File: src/rtl/wash_seq.sv
// Washing-machine program sequencer: a 1 s tick divider drives the wash/rinse/spin
// program and produces registered action, BCD remaining time and a level bar.
module wash_seq #(
  parameter int TICK_DIV = 100_000_000,
  parameter int SEQ_S    = 10,
  parameter int SEQ_M    = 15,
  parameter int SEQ_L    = 20,
  parameter int SPIN_T   = 15,
  parameter int LEVELS   = 8
) (
  input  logic              clk,
  input  logic              rst,
  input  logic              on,
  input  logic              start,
  input  logic              abort,
  input  logic [1:0]        mode,
  output logic [1:0]        phase,
  output logic [3:0]        action,
  output logic [3:0]        secs_t,
  output logic [3:0]        secs_o,
  output logic [LEVELS-1:0] level,
  output logic              paused,
  output logic              done,
  output logic [1:0]        o_dbg_state
);

  localparam int STEP = TICK_DIV / LEVELS;
  localparam int TW   = (TICK_DIV > 1) ? $clog2(TICK_DIV) : 1;
  localparam int SW   = (STEP > 1) ? $clog2(STEP) : 1;

  localparam logic [1:0] PH_IDLE  = 2'd0;
  localparam logic [1:0] PH_WASH  = 2'd1;
  localparam logic [1:0] PH_RINSE = 2'd2;
  localparam logic [1:0] PH_SPIN  = 2'd3;

  localparam logic [3:0] ACT_IDLE   = 4'd0;
  localparam logic [3:0] ACT_ROTATE = 4'd1;
  localparam logic [3:0] ACT_STEW   = 4'd2;
  localparam logic [3:0] ACT_FILL   = 4'd3;
  localparam logic [3:0] ACT_DRAIN  = 4'd4;
  localparam logic [3:0] ACT_FWD    = 4'd5;
  localparam logic [3:0] ACT_REV    = 4'd6;
  localparam logic [3:0] ACT_DONE   = 4'd10;

  localparam logic [3:0] P0_T = 4'(SPIN_T / 10);
  localparam logic [3:0] P0_O = 4'(SPIN_T % 10);
  localparam logic [3:0] P1_T = 4'((3 * SEQ_S) / 10);
  localparam logic [3:0] P1_O = 4'((3 * SEQ_S) % 10);
  localparam logic [3:0] P2_T = 4'((3 * SEQ_M) / 10);
  localparam logic [3:0] P2_O = 4'((3 * SEQ_M) % 10);
  localparam logic [3:0] P3_T = 4'((3 * SEQ_L) / 10);
  localparam logic [3:0] P3_O = 4'((3 * SEQ_L) % 10);

  typedef enum logic [1:0] {S_IDLE = 2'd0, S_RUN = 2'd1, S_DONE = 2'd2} state_t;

  state_t            r_state, w_state_nx;
  logic [1:0]        r_mode, w_mode_nx;
  logic [1:0]        r_phase, w_phase_nx;
  logic [3:0]        r_action, w_action_nx;
  logic [3:0]        r_secs_t, w_secs_t_nx;
  logic [3:0]        r_secs_o, w_secs_o_nx;
  logic [LEVELS-1:0] r_level, w_level_nx;
  logic              r_paused, w_paused_nx;
  logic              r_done, w_done_nx;
  logic [TW-1:0]     r_tick_cnt, w_tick_cnt_nx;
  logic [SW-1:0]     r_step_cnt, w_step_cnt_nx;
  logic [6:0]        r_ph_sec, w_ph_sec_nx;

  logic [3:0] w_pre_t, w_pre_o;
  logic [6:0] w_len;
  logic       w_tick, w_wrap;

  function automatic logic [3:0] act_of(input logic [1:0] ph, input logic [6:0] sec);
    logic [3:0] a;
    a = ACT_IDLE;
    case (ph)
      PH_WASH:  a = sec[0] ? ACT_STEW : ACT_ROTATE;
      PH_RINSE: begin
        case (sec % 7'd3)
          7'd0:    a = ACT_FILL;
          7'd1:    a = ACT_ROTATE;
          default: a = ACT_DRAIN;
        endcase
      end
      PH_SPIN: begin
        case (sec[1:0])
          2'd0:    a = ACT_FWD;
          2'd2:    a = ACT_REV;
          default: a = ACT_DRAIN;
        endcase
      end
      default: a = ACT_IDLE;
    endcase
    return a;
  endfunction

  always_comb begin
    w_pre_t = P0_T;
    w_pre_o = P0_O;
    case (mode)
      2'd1:    begin w_pre_t = P1_T; w_pre_o = P1_O; end
      2'd2:    begin w_pre_t = P2_T; w_pre_o = P2_O; end
      2'd3:    begin w_pre_t = P3_T; w_pre_o = P3_O; end
      default: begin w_pre_t = P0_T; w_pre_o = P0_O; end
    endcase
    w_len = 7'(SPIN_T);
    case (r_mode)
      2'd1:    w_len = 7'(SEQ_S);
      2'd2:    w_len = 7'(SEQ_M);
      2'd3:    w_len = 7'(SEQ_L);
      default: w_len = 7'(SPIN_T);
    endcase
  end

  assign w_tick = (r_tick_cnt == TW'(TICK_DIV - 1));
  assign w_wrap = (r_step_cnt == SW'(STEP - 1));

  // Next-state and output logic; every value holds unless a branch below moves it.
  always_comb begin
    w_state_nx    = r_state;
    w_mode_nx     = r_mode;
    w_phase_nx    = r_phase;
    w_action_nx   = r_action;
    w_secs_t_nx   = r_secs_t;
    w_secs_o_nx   = r_secs_o;
    w_level_nx    = r_level;
    w_paused_nx   = r_paused;
    w_done_nx     = r_done;
    w_tick_cnt_nx = r_tick_cnt;
    w_step_cnt_nx = r_step_cnt;
    w_ph_sec_nx   = r_ph_sec;

    if (on) begin
      if (abort || (r_state == S_DONE && start) || r_state == S_IDLE) begin
        w_state_nx    = S_IDLE;
        w_phase_nx    = PH_IDLE;
        w_action_nx   = ACT_IDLE;
        w_level_nx    = '0;
        w_secs_t_nx   = w_pre_t;
        w_secs_o_nx   = w_pre_o;
        w_paused_nx   = 1'b0;
        w_done_nx     = 1'b0;
        w_tick_cnt_nx = '0;
        w_step_cnt_nx = '0;
        w_ph_sec_nx   = '0;
        if (!abort && r_state == S_IDLE && start) begin
          w_state_nx  = S_RUN;
          w_mode_nx   = mode;
          w_phase_nx  = (mode == 2'd0) ? PH_SPIN : PH_WASH;
          w_action_nx = act_of(w_phase_nx, 7'd0);
          w_level_nx  = (mode == 2'd0) ? '0 : '1;
        end
      end else if (r_state == S_RUN) begin
        if (start) w_paused_nx = ~r_paused;
        // A run advances on every edge that begins unpaused, including the pausing edge.
        if (!r_paused) begin
          w_tick_cnt_nx = w_tick ? '0 : r_tick_cnt + TW'(1);
          w_step_cnt_nx = w_wrap ? '0 : r_step_cnt + SW'(1);
          if (w_tick) begin
            if (r_secs_t == 4'd0 && r_secs_o == 4'd0) begin
              w_secs_o_nx = 4'd0;
            end else if (r_secs_o == 4'd0) begin
              w_secs_o_nx = 4'd9;
              w_secs_t_nx = r_secs_t - 4'd1;
            end else begin
              w_secs_o_nx = r_secs_o - 4'd1;
            end
            if (r_ph_sec == w_len - 7'd1) begin
              w_ph_sec_nx = '0;
              if (r_phase == PH_SPIN) begin
                w_state_nx  = S_DONE;
                w_done_nx   = 1'b1;
                w_secs_t_nx = 4'd0;
                w_secs_o_nx = 4'd0;
              end else begin
                w_phase_nx = r_phase + 2'd1;
              end
            end else begin
              w_ph_sec_nx = r_ph_sec + 7'd1;
            end
          end
          w_action_nx = (w_state_nx == S_DONE) ? ACT_DONE : act_of(w_phase_nx, w_ph_sec_nx);
          // Level shifts use the action shown during the step that just ended.
          if (w_phase_nx == PH_WASH) begin
            w_level_nx = '1;
          end else if (w_wrap) begin
            if (r_action == ACT_FILL)       w_level_nx = {r_level[LEVELS-2:0], 1'b1};
            else if (r_action == ACT_DRAIN) w_level_nx = {1'b0, r_level[LEVELS-1:1]};
          end
        end
      end
    end
  end

  always_ff @(posedge clk) begin
    if (!rst) begin
      r_state    <= S_IDLE;
      r_mode     <= 2'd0;
      r_phase    <= PH_IDLE;
      r_action   <= ACT_IDLE;
      r_secs_t   <= 4'd0;
      r_secs_o   <= 4'd0;
      r_level    <= '0;
      r_paused   <= 1'b0;
      r_done     <= 1'b0;
      r_tick_cnt <= '0;
      r_step_cnt <= '0;
      r_ph_sec   <= '0;
    end else begin
      r_state    <= w_state_nx;
      r_mode     <= w_mode_nx;
      r_phase    <= w_phase_nx;
      r_action   <= w_action_nx;
      r_secs_t   <= w_secs_t_nx;
      r_secs_o   <= w_secs_o_nx;
      r_level    <= w_level_nx;
      r_paused   <= w_paused_nx;
      r_done     <= w_done_nx;
      r_tick_cnt <= w_tick_cnt_nx;
      r_step_cnt <= w_step_cnt_nx;
      r_ph_sec   <= w_ph_sec_nx;
    end
  end

  assign phase       = r_phase;
  assign action      = r_action;
  assign secs_t      = r_secs_t;
  assign secs_o      = r_secs_o;
  assign level       = r_level;
  assign paused      = r_paused;
  assign done        = r_done;
  assign o_dbg_state = r_state;

endmodule

File: config.mk
export PLATFORM = sky130hd
export DESIGN_NAME = wash_seq
export DESIGN_NICKNAME = d
export VERILOG_FILES = /design/src/rtl/wash_seq.sv
export SDC_FILE = /design/constraint.sdc
export NUM_CORES = 1
export LEC_CHECK = 0
export CAP_MARGIN = 15
export CORE_MARGIN = 1.5
export CORE_UTILIZATION = 60
export CTS_CLUSTER_DIAMETER = 60
export DETAILED_ROUTE_END_ITERATION = 12
export GPL_ROUTABILITY_DRIVEN = 0
export PLACE_DENSITY = 0.8
export SLEW_MARGIN = 30
export SYNTH_ARGS = -nofsm -noshare
export SYNTH_HDL_FRONTEND = slang
export SYNTH_SLANG_ARGS = --single-unit
File: constraint.sdc
create_clock -name clk -period 5.6 [get_ports clk]
set_input_delay 1.12 -clock clk [delete_from_list [all_inputs] [get_ports clk]]
set_output_delay 1.12 -clock clk [all_outputs]
set_load 0.1 [all_outputs]
==> metrics.md <==
| Metric | Value |
|---|---|
| Routed WL | `14400 um` |
| Vias | `5422` |
| DR WL met2 | `6860 um` |
| Clock Skews | `13.9 ps` |
| Worst Setup EP | `action[2]$_SDFFE_PN0P_` |
| Share of layout cells above drive strength 1 | `9.72%` |
| Die area | `0.00974 mm^2` |
| Dpl hpwl | `10100 um` |
| Worst r2r src | `r_mode[0]$_SDFFE_PN0P_` |
| Crit-path max cell delay | `550 ps` |
| Worst setup path class | `register to register` |
| Initial antenna violation count | `0` |
| Met3 WL | `918 um` |
| DRT Pass-1 Iters | `9` |
| Required @ worst endpoint | `5910 ps` |
| Worst EP arrival | `5540 ps` |
| First-pass GRT wire length | `23400 um` |
| Xor/xnor cell area share of the yosys netlist | `5.42%` |
| Worst Path Max Fanout | `10` |
| TritonCTS clock tree | `done` |
| Setup TNS | `0 ps` |
| Worst reg-to-reg setup slack | `380 ps` |
| Gr ovfl total | `0` |
| Yosys cell types | `79` |
| Root buf cell | `clkbuf_8` |
| Most common cell in the synthesized netlist | `nor2_1` |
| Status | `finished, violations left` |
| Post-synthesis register bit count | `86` |
| Synth async-reset ratio | `0%` |
| Final Slew Violations | `0` |
| I/O pin count | `33` |
| RSZ-0062 raised after global routing | `false` |
| Mapped Cells | `698` |
| Syn Area/Cell | `7.87 um^2` |
| EDFF count, synth | `0` |
| # setup viols final | `0` |
| Worst IR Drop VDD | `0.000130 V` |
| Layout Area Growth over Synthesis | `10.9%` |
| Antenna Violating Nets Remaining | `0` |
| Slowest library cell on the worst path | `a2111oi_4` |
| CP bufs+invs | `1` |
| DR vias/cell | `6.55` |
| Worst Setup End Kind | `register` |
| DRC Markers | `4` |
| Synth cell count leaders | `nor2_1, dfxtp_1, nand2_1` |
| Diodes inserted | `0` |
| FF-to-FF End | `action[2]$_SDFFE_PN0P_` |
| Die height | `98.7 um` |
| Clk slew on worst S/H paths | `100 ps` |
| Final hold violation count | `0` |
| Clk_lat worst skew | `370 ps` |
| Post-synthesis compound-gate area fraction | `23.5%` |
| Ys flop type | `dfxtp_1` |
| Syn Nets | `715` |
| Synth Area in Simple Gates | `31.8%` |
| CP top delay family | `compound AO/OA/AOI/OAI gates` |
| Adder-Cell Fraction of Synth Area | `2.28%` |
| Setup crit start | `r_mode[0]$_SDFFE_PN0P_` |
| CP Cell Sequence | `nor2b_1 -> ha_1 -> xnor2_1 -> a2111oi_4 -> buf_4 -> o2bb2ai_2 -> nor2_4 -> nor3_1 -> nor2_1 -> ha_1 -> nor2_1 -> o211ai_1 -> o2111a_1 -> nand2_1 -> a21o_1 -> ha_1 -> a21oi_1 -> nor3_1 -> a221oi_4 -> a211oi_1 -> o221a_1` |
| Synth top area share | `31.3%` |
| Area after DPL | `0.00584 mm^2` |
| Row count | `34` |
| Largest net degree at the start of global routing | `23` |
| Largest family of logic cells by synthesized area | `simple AND/OR/NAND/NOR gates` |
| Most used cell, CP | `ha_1` |
| Fin nets | `732` |
| Fin area | `0.00610 mm^2` |
| Drt wl/cell | `17.3 um` |
| Static leakage | `2.10 nW` |
| Vias in the first global route | `4904` |
| Crit path time final | `5220 ps` |
| Worst min path class | `register to register` |
| Synth area leaders | `dfxtp_1, nor2_1, nand2_1` |
| CTS Sinks | `86` |
| FMAX | `191 MHz` |
| Core footprint | `0.00881 mm^2` |
| Power density over the cells | `218 mW/mm^2` |
| Starting DRC count in detailed routing | `301` |
| CTS buffer count | `9` |
| # H-tree levels | `3` |
| Critical path depth | `21` |
| Post-synthesis mux area share | `1.62%` |
| Relative slew slack | `34.7%` |
| Post-Route M1 WL | `6280 um` |
| Uppermost routed layer | `met4` |
| Crit start category | `register` |
| Die X | `98.7 um` |
| Worst slew pin tran | `976 ps` |
| Warnings from Yosys | `0` |
| Initial core utilization | `62.4%` |
| Sequential cell area fraction in the yosys report | `31.3%` |
| Gr usage total | `29.2%` |
| Syn Std Cell Area | `0.00550 mm^2` |
| Failing checks | `DRC` |
| Final worst path period share | `93.3%` |
| Worst R2R Path Depth | `21` |
| Dominant cell type by area after synthesis | `dfxtp_1` |
| Port Buffers | `32` |
| Max-cap violations | `0` |
| Clock Tree Buf Depth | `2` |
[flip-flops by register name, indices dropped and copies added (netlist names), 2 cells and up]
| register | flops |
|---|---|
| action | 4 |
| r_step_cnt | 24 |
| secs_t | 4 |
| level | 8 |
| secs_o | 4 |
| r_tick_cnt | 27 |
| phase | 2 |
| r_mode | 2 |
| r_ph_sec | 7 |
| o_dbg_state | 2 |
[metal layers]
layer / GRT usage (%) / up-vias
met4: 8.57 / 0
met5: 0 / -
met1: 38.3 / 2588
met3: 5.04 / 32
li1: - / 2602
met2: 49.4 / 200
[logic make-up after synthesis]
logic type      Yosys count
compound gates          182
simple gates            326
xor+xnor                 34
fa+ha+maj                10
flops                    86
mux                       7
buf+inv                  53
[layout by cell type, fill, tap and decap left out, drive strengths merged, types with 5 or more instances in the layout]
cell type / Yosys / final
nand2b: 9 / 9
o21ai: 37 / 37
inv: 20 / 23
nand3: 21 / 21
buf: 10 / 7
nor3: 33 / 33
clkdlybuf4s50: 0 / 32
o211ai: 5 / 5
nand4b: 5 / 5
or2: 6 / 6
a211oi: 9 / 9
ha: 10 / 10
o221a: 12 / 12
and3: 10 / 10
xor2: 22 / 22
nand4: 19 / 19
nor4: 11 / 11
and2: 6 / 6
nor2: 97 / 97
or3: 6 / 6
and4: 7 / 7
clkbuf: 23 / 9
dfxtp: 86 / 86
nor4b: 5 / 5
nand2: 75 / 75
mux2i: 5 / 5
o21a: 7 / 7
a21oi: 51 / 51
a22oi: 8 / 8
a31oi: 19 / 19
xnor2: 12 / 12
[repair_timing]
item / 4_1_cts / 5_1_grt
hold buffers: 0 / 0
endpoints found under the setup margin: 0 / 3
resized for setup: 0 / 2
buffers inserted: 0 / 2
[worst register-to-register path, delay by kind of cell, from the launching register on]
kind	cells	cell delay, ps
adder cells (fa/ha/maj)	3	850
buffers and inverters	1	310
AND/OR/NAND/NOR	7	1430
XOR/XNOR	1	160
AO/OA/AOI/OAI	9	2010
flip-flops	1	430
[power by group]
part / switching [mW] / internal [mW]
clock network: 0.252 / 0.258
registers: 0.0147 / 0.623
logic: 0.135 / 0.0484
total: 0.402 / 0.929
[worst min path at each step]
stage	from	end	slack, ps	cells after the start
finish	r_step_cnt[1]$_SDFFE_PN0P_	r_step_cnt[1]$_SDFFE_PN0P_	480	2
global route	r_step_cnt[1]$_SDFFE_PN0P_	r_step_cnt[1]$_SDFFE_PN0P_	510	2
CTS	r_step_cnt[1]$_SDFFE_PN0P_	r_step_cnt[1]$_SDFFE_PN0P_	480	2
detailed placement	r_step_cnt[1]$_SDFFE_PN0P_	r_step_cnt[1]$_SDFFE_PN0P_	470	2
global placement	r_step_cnt[1]$_SDFFE_PN0P_	r_step_cnt[1]$_SDFFE_PN0P_	460	2
floorplan	r_step_cnt[1]$_SDFFE_PN0P_	r_step_cnt[1]$_SDFFE_PN0P_	450	2
[cell type report]
cell class                      instances  area, um^2
Multi-Input combinational cell        559        3560
Sequential cell                        86        1720
Clock inverter                          7         104
Inverter                               20        75.1
Timing Repair Buffer                   39         373
Tap cell                              108         135
Clock buffer                            9         124
Fill cell                             736        2710
[stage by stage]
step	setup slack, ps	hold slack (ps)	instances	total power [mW]	utilization, %
after floorplan	1080	454	698	0.787	-
after global placement	710	464	810	0.830	66.4
after detailed placement	382	470	810	0.833	66.4
after CTS	320	483	826	1.33	69.0
after global routing	0.404	513	828	1.37	69.2
final	377	477	828	1.33	69.2
Power figures use the tool's default switching activity.
